### src/rtl/fetch_pkg.sv
// Shared types and constants for the instruction fetch stage.
package fetch_pkg;

  typedef enum logic [1:0] {
    S_REQ  = 2'd0,
    S_HOLD = 2'd1,
    S_DROP = 2'd2
  } fetch_state_t;

  localparam int OP_W    = 4;
  localparam int PC_STEP = 4;
  // Widest address the helper accepts; callers cast to and from their width.
  localparam int ALIGN_W = 64;

  function automatic logic [ALIGN_W-1:0] align_pc(input logic [ALIGN_W-1:0] addr);
    return {addr[ALIGN_W-1:2], 2'b00};
  endfunction

endpackage

### src/rtl/fetch_pc_reg.sv
// Program counter register: reset value, aligned redirect target, +4 step or hold.
module fetch_pc_reg
  import fetch_pkg::*;
#(
  parameter int                ADDR_W   = 32,
  parameter logic [ADDR_W-1:0] RESET_PC = '0
) (
  input  logic              clk,
  input  logic              rst,
  input  logic              redirect_valid,
  input  logic [ADDR_W-1:0] redirect_pc,
  input  logic              inc_en,
  output logic [ADDR_W-1:0] pc
);

  logic [ADDR_W-1:0] pc_q, pc_d;

  // NOTE: combinational blocks assign a default first so no path leaves a
  // signal unassigned, which would otherwise infer a latch.
  always_comb begin
    pc_d = pc_q;
    if (redirect_valid) begin
      pc_d = ADDR_W'(align_pc(ALIGN_W'(redirect_pc)));
    end else if (inc_en) begin
      pc_d = pc_q + ADDR_W'(PC_STEP);
    end
  end

  // NOTE: state registers use non-blocking assignments so every flop samples
  // its inputs from before the edge, independent of statement order.
  always_ff @(posedge clk) begin
    if (rst) begin
      pc_q <= RESET_PC;
    end else begin
      pc_q <= pc_d;
    end
  end

  assign pc = pc_q;

endmodule

### src/rtl/fetch_unit.sv
// Instruction fetch stage: single-outstanding imem requests, instruction
// register with valid/ready handshake, and branch redirect with flush.
module fetch_unit
  import fetch_pkg::*;
#(
  parameter int                ADDR_W   = 32,
  parameter int                INSTR_W  = 32,
  parameter logic [ADDR_W-1:0] RESET_PC = '0
) (
  input  logic               clk,
  input  logic               rst,
  output logic               imem_req,
  output logic [ADDR_W-1:0]  imem_addr,
  input  logic               imem_rvalid,
  input  logic [INSTR_W-1:0] imem_rdata,
  output logic               instr_valid,
  input  logic               instr_ready,
  output logic [INSTR_W-1:0] instr,
  output logic [OP_W-1:0]    op,
  output logic [ADDR_W-1:0]  pc_out,
  input  logic               redirect_valid,
  input  logic [ADDR_W-1:0]  redirect_pc
);

  fetch_state_t       state_q, state_d;
  logic [INSTR_W-1:0] instr_q, instr_d;
  logic [ADDR_W-1:0]  instr_pc_q, instr_pc_d;
  logic [ADDR_W-1:0]  drop_addr_q, drop_addr_d;
  logic [ADDR_W-1:0]  pc;
  logic               pc_inc;

  fetch_pc_reg #(
    .ADDR_W   (ADDR_W),
    .RESET_PC (RESET_PC)
  ) u_pc_reg (
    .clk            (clk),
    .rst            (rst),
    .redirect_valid (redirect_valid),
    .redirect_pc    (redirect_pc),
    .inc_en         (pc_inc),
    .pc             (pc)
  );

  always_comb begin
    state_d     = state_q;
    instr_d     = instr_q;
    instr_pc_d  = instr_pc_q;
    drop_addr_d = drop_addr_q;
    pc_inc      = 1'b0;
    unique case (state_q)
      S_REQ: begin
        if (redirect_valid) begin
          // The request is still in flight: park its address until it returns.
          if (!imem_rvalid) begin
            state_d     = S_DROP;
            drop_addr_d = pc;
          end
        end else if (imem_rvalid) begin
          state_d    = S_HOLD;
          instr_d    = imem_rdata;
          instr_pc_d = pc;
        end
      end
      S_HOLD: begin
        if (redirect_valid) begin
          state_d = S_REQ;
        end else if (instr_ready) begin
          state_d = S_REQ;
          pc_inc  = 1'b1;
        end
      end
      S_DROP: begin
        if (imem_rvalid) begin
          state_d = S_REQ;
        end
      end
      default: state_d = S_REQ;
    endcase
  end

  always_ff @(posedge clk) begin
    if (rst) begin
      state_q     <= S_REQ;
      instr_q     <= '0;
      instr_pc_q  <= '0;
      drop_addr_q <= RESET_PC;
    end else begin
      state_q     <= state_d;
      instr_q     <= instr_d;
      instr_pc_q  <= instr_pc_d;
      drop_addr_q <= drop_addr_d;
    end
  end

  assign imem_req    = !rst && (state_q != S_HOLD);
  assign imem_addr   = (state_q == S_DROP) ? drop_addr_q : pc;
  assign instr_valid = (state_q == S_HOLD);
  assign instr       = instr_q;
  assign op          = instr_q[INSTR_W-1 -: OP_W];
  assign pc_out      = instr_pc_q;

endmodule
### config.mk
export PLATFORM = sky130hd
export DESIGN_NAME = fetch_unit
export DESIGN_NICKNAME = d
export VERILOG_FILES = /design/src/rtl/fetch_pkg.sv /design/src/rtl/fetch_pc_reg.sv /design/src/rtl/fetch_unit.sv
export SDC_FILE = /design/constraint.sdc
export NUM_CORES = 1
export LEC_CHECK = 0
export CAP_MARGIN = 20
export CORE_ASPECT_RATIO = 1.5
export CORE_MARGIN = 2
export CORE_UTILIZATION = 40
export CTS_BUF_LIST = sky130_fd_sc_hd__clkbuf_16
export DETAILED_ROUTE_END_ITERATION = 10
export PLACE_DENSITY = 0.77
export SLEW_MARGIN = 20
export SYNTH_ARGS = -nofsm -noshare
export SYNTH_HDL_FRONTEND = slang
export SYNTH_SLANG_ARGS = --single-unit
### constraint.sdc
create_clock -name clk -period 4.1 [get_ports clk]
set_input_delay 0.82 -clock clk [delete_from_list [all_inputs] [get_ports clk]]
set_output_delay 0.82 -clock clk [all_outputs]
set_load 0.02 [all_outputs]
==> reports/qor.yml <==
status: "complete, no violations"
p_leak_uw: 0.00266
yosysSeqAreaShare_pct: 45.0
synth_top_family_by_area: "simple AND/OR/NAND/NOR gates"
slowest_stage: "nand2b_1"
pre_cts_ws_ns: 0.764
grt_pass1_wl_um: 23900
worst_setup_path_start_kind: "flop"
grt_overflow: 0
synth_adder_area_share_pct: 0.227
die_w_um: 99.9
viasPerCell: 5.24
clock_path_buffers: 2
antenna_found_initial: 2
stdcell_count: 1006
period_minus_slack_ns: 3.49
drt-total-wl_um: 15200
postSynthCellCount: 702
ant_nets: 0
numCtsBuffers: 17
grt_usage_pct: 20.4
fp.dieH_um: 148
synthTopCellsByArea: "dfxtp_1, nand2_1, a21oi_1"
drc_errors: 0
fin_crit_sh_pct: 85.2
dp.cells: 972
setup_violations: 0
port_buffers: 164
critical_path_class: "reg -> out"
layout_setup_ws_ns: 0.609
area_delta_synth_final_pct: 40.8
cpPeakStageDelay_ns: 0.69
hold_buffers: 0
drtIter0Drc: 192
ios: 171
dieArea_um2: 14800
fin_util_pct: 57.7
worst_pin_slew_ns: 0.834
syn_area_um2: 5520
yosysTopAreaCellShare_pct: 45.0
synth_compound_area_share_pct: 16.2
first_pass_iters: 4
cts-root-buf: "clkbuf_16"
yosysWarningCount: 0
rsz0062_at_grt: "false"
synth-edff-count: 0
cts-htree-levels: 4
power_density_nw_per_um2: 411
synth_flop_cell: "dfxtp_1"
postCtsSetupBuffers: 0
avgSynthCellArea_um2: 7.86
worstHoldPathType: "reg -> reg"
grt_max_degree: 65
gp_congestion: 0.885
synth.distinct_cells: 53
synthMuxAreaShare_pct: 6.53
cts.sink_count: 124
layout-drive-gt1-share_pct: 9.98
grt_pass1_vias: 4971
initial_core_util_pct: 41.0
insertion_delay_ns: 0.41
vias: 5276
clkTransAtPathRegs_ns: 0.06
fillers: 1230
whs_ns: 0.450
hold_viol: 0
cp-end-kind: "output pin"
ys_ff_latch: 124
relSlewSlack_pct: 44.4
ir_drop_uv: 267
layout_commonest_cell: "nand2_1"
cts_tree: "built"
core_region_area_um2: 13500
postCtsResizedCells: 0
fin_nets: 899
max-cap-violations: 0
layout_common_cells: "nand2_1, clkdlybuf4s50_1, dfxtp_1"
critPathMaxFanout: 19
timing.fmax_mhz: 286
crit_chain: "nand2b_1 -> buf_12 -> mux2_2 -> clkdlybuf4s50_1"
dp_hpwl_um: 10300
finalSetupTns_ns: 0
cp.arrival_ns: 2.67
async_flop_share_pct: 0
synth-xor-area-share_pct: 1.43
skew_ns: 0.0109
wl_per_cell_um: 15.1
synthSimpleGateAreaFrac_pct: 24.4
synth_top_cell_by_area: "dfxtp_1"
num_rows: 52
cp.required_ns: 3.28
slew_viol_final: 0
[area by class of cell]
class / count / area [µm²] / area share [%]
Timing Repair Buffer: 175 / 1760 / 22.6
Tap cell: 162 / 203 / 2.61
Multi-Input combinational cell: 503 / 2720 / 35.0
Antenna cell: 2 / 5.00 / 0.0644
Clock inverter: 15 / 149 / 1.92
Sequential cell: 124 / 2480 / 31.9
Clock buffer: 17 / 425 / 5.47
Inverter: 8 / 30.0 / 0.386
[where the power goes]
part / switching (µW) / leakage, µW / total (µW) / internal (µW)
combinational: 214 / 0.00137 / 425 / 211
sequential: 59.8 / 0.00101 / 1320 / 1260
clock: 558 / 0.000279 / 1450 / 893
[registers in the layout, summed over array words and instances (netlist names)]
| register | flops |
|---|---|
| pc_out | 30 |
| instr | 32 |
| drop_addr_q | 30 |
| u_pc_reg.pc | 30 |
| state_q | 2 |
[stage by stage]
step	total power [µW]	area [µm²]
final	3190	7770
after global routing	3310	7770
after CTS	3220	7770
after detailed placement	1770	7190
after global placement	1770	7190
after floorplan	1560	5530
[cells in the mapped netlist, types with 2 or more instances]
cell	number
xnor2_1	9
or3_1	6
nand4_2	2
nand3b_1	3
o21ai_0	8
nor4_1	8
inv_1	8
a311oi_1	9
nor3_1	10
o31ai_1	6
o311a_1	2
buf_1	6
or4_1	10
a31oi_1	3
a21oi_1	101
buf_2	8
mux2_2	32
dfxtp_1	124
nor2_1	25
and2_1	3
or2_2	3
a211oi_1	7
nand4b_1	2
clkbuf_1	46
and3_1	3
a221oi_1	2
nand2_1	206
buf_4	8
nand3_1	14
nand4_1	5
[per-layer routing]
| layer | part of all wire (%) | vias to the layer above | track usage (%) | wire length (µm) |
|---|---|---|---|---|
| met5 | 0 | - | 0 | 0 |
| met4 | 2.5 | 0 | 10.1 | 382 |
| met3 | 5.3 | 24 | 3.97 | 810 |
| met2 | 51 | 172 | 35.2 | 7820 |
| met1 | 41 | 2430 | 23.9 | 6230 |
| li1 | - | 2650 | - | - |
[worst max-delay path, delay by kind of cell (launching register included)]
family                 cells  cell delay, ns
and+or+nand+nor            1            0.69
buffers and inverters      2            0.79
muxes                      1            0.35
DFF                        1            0.42
[cells by family (layout without fill, tap and decap cells)]
kind of cell | after synthesis | count (layout)
buffers and inverters | 78 | 215
AO/OA/AOI/OAI | 151 | 151
adder cells (fa/ha/maj) | 1 | 1
other | 1 | 6
flip-flops | 124 | 124
multiplexers | 32 | 32
XOR/XNOR | 9 | 9
AND/OR/NAND/NOR | 306 | 306
[final timing paths]
check	start	end	slack (ns)	cells past startpoint
worst max-delay path	state_q[0]$_SDFFE_PP0P_	imem_addr[12]	0.61	4
worst min-delay path	instr[23]$_SDFFE_PP0P_	instr[23]$_SDFFE_PP0P_	0.45	2
worst max register to register	u_pc_reg.pc[12]$_SDFFE_PP0P_	u_pc_reg.pc[29]$_SDFFE_PP0P_	1.54	4
worst min register to register	instr[23]$_SDFFE_PP0P_	instr[23]$_SDFFE_PP0P_	0.45	2
(Power assumes the default switching activity.)
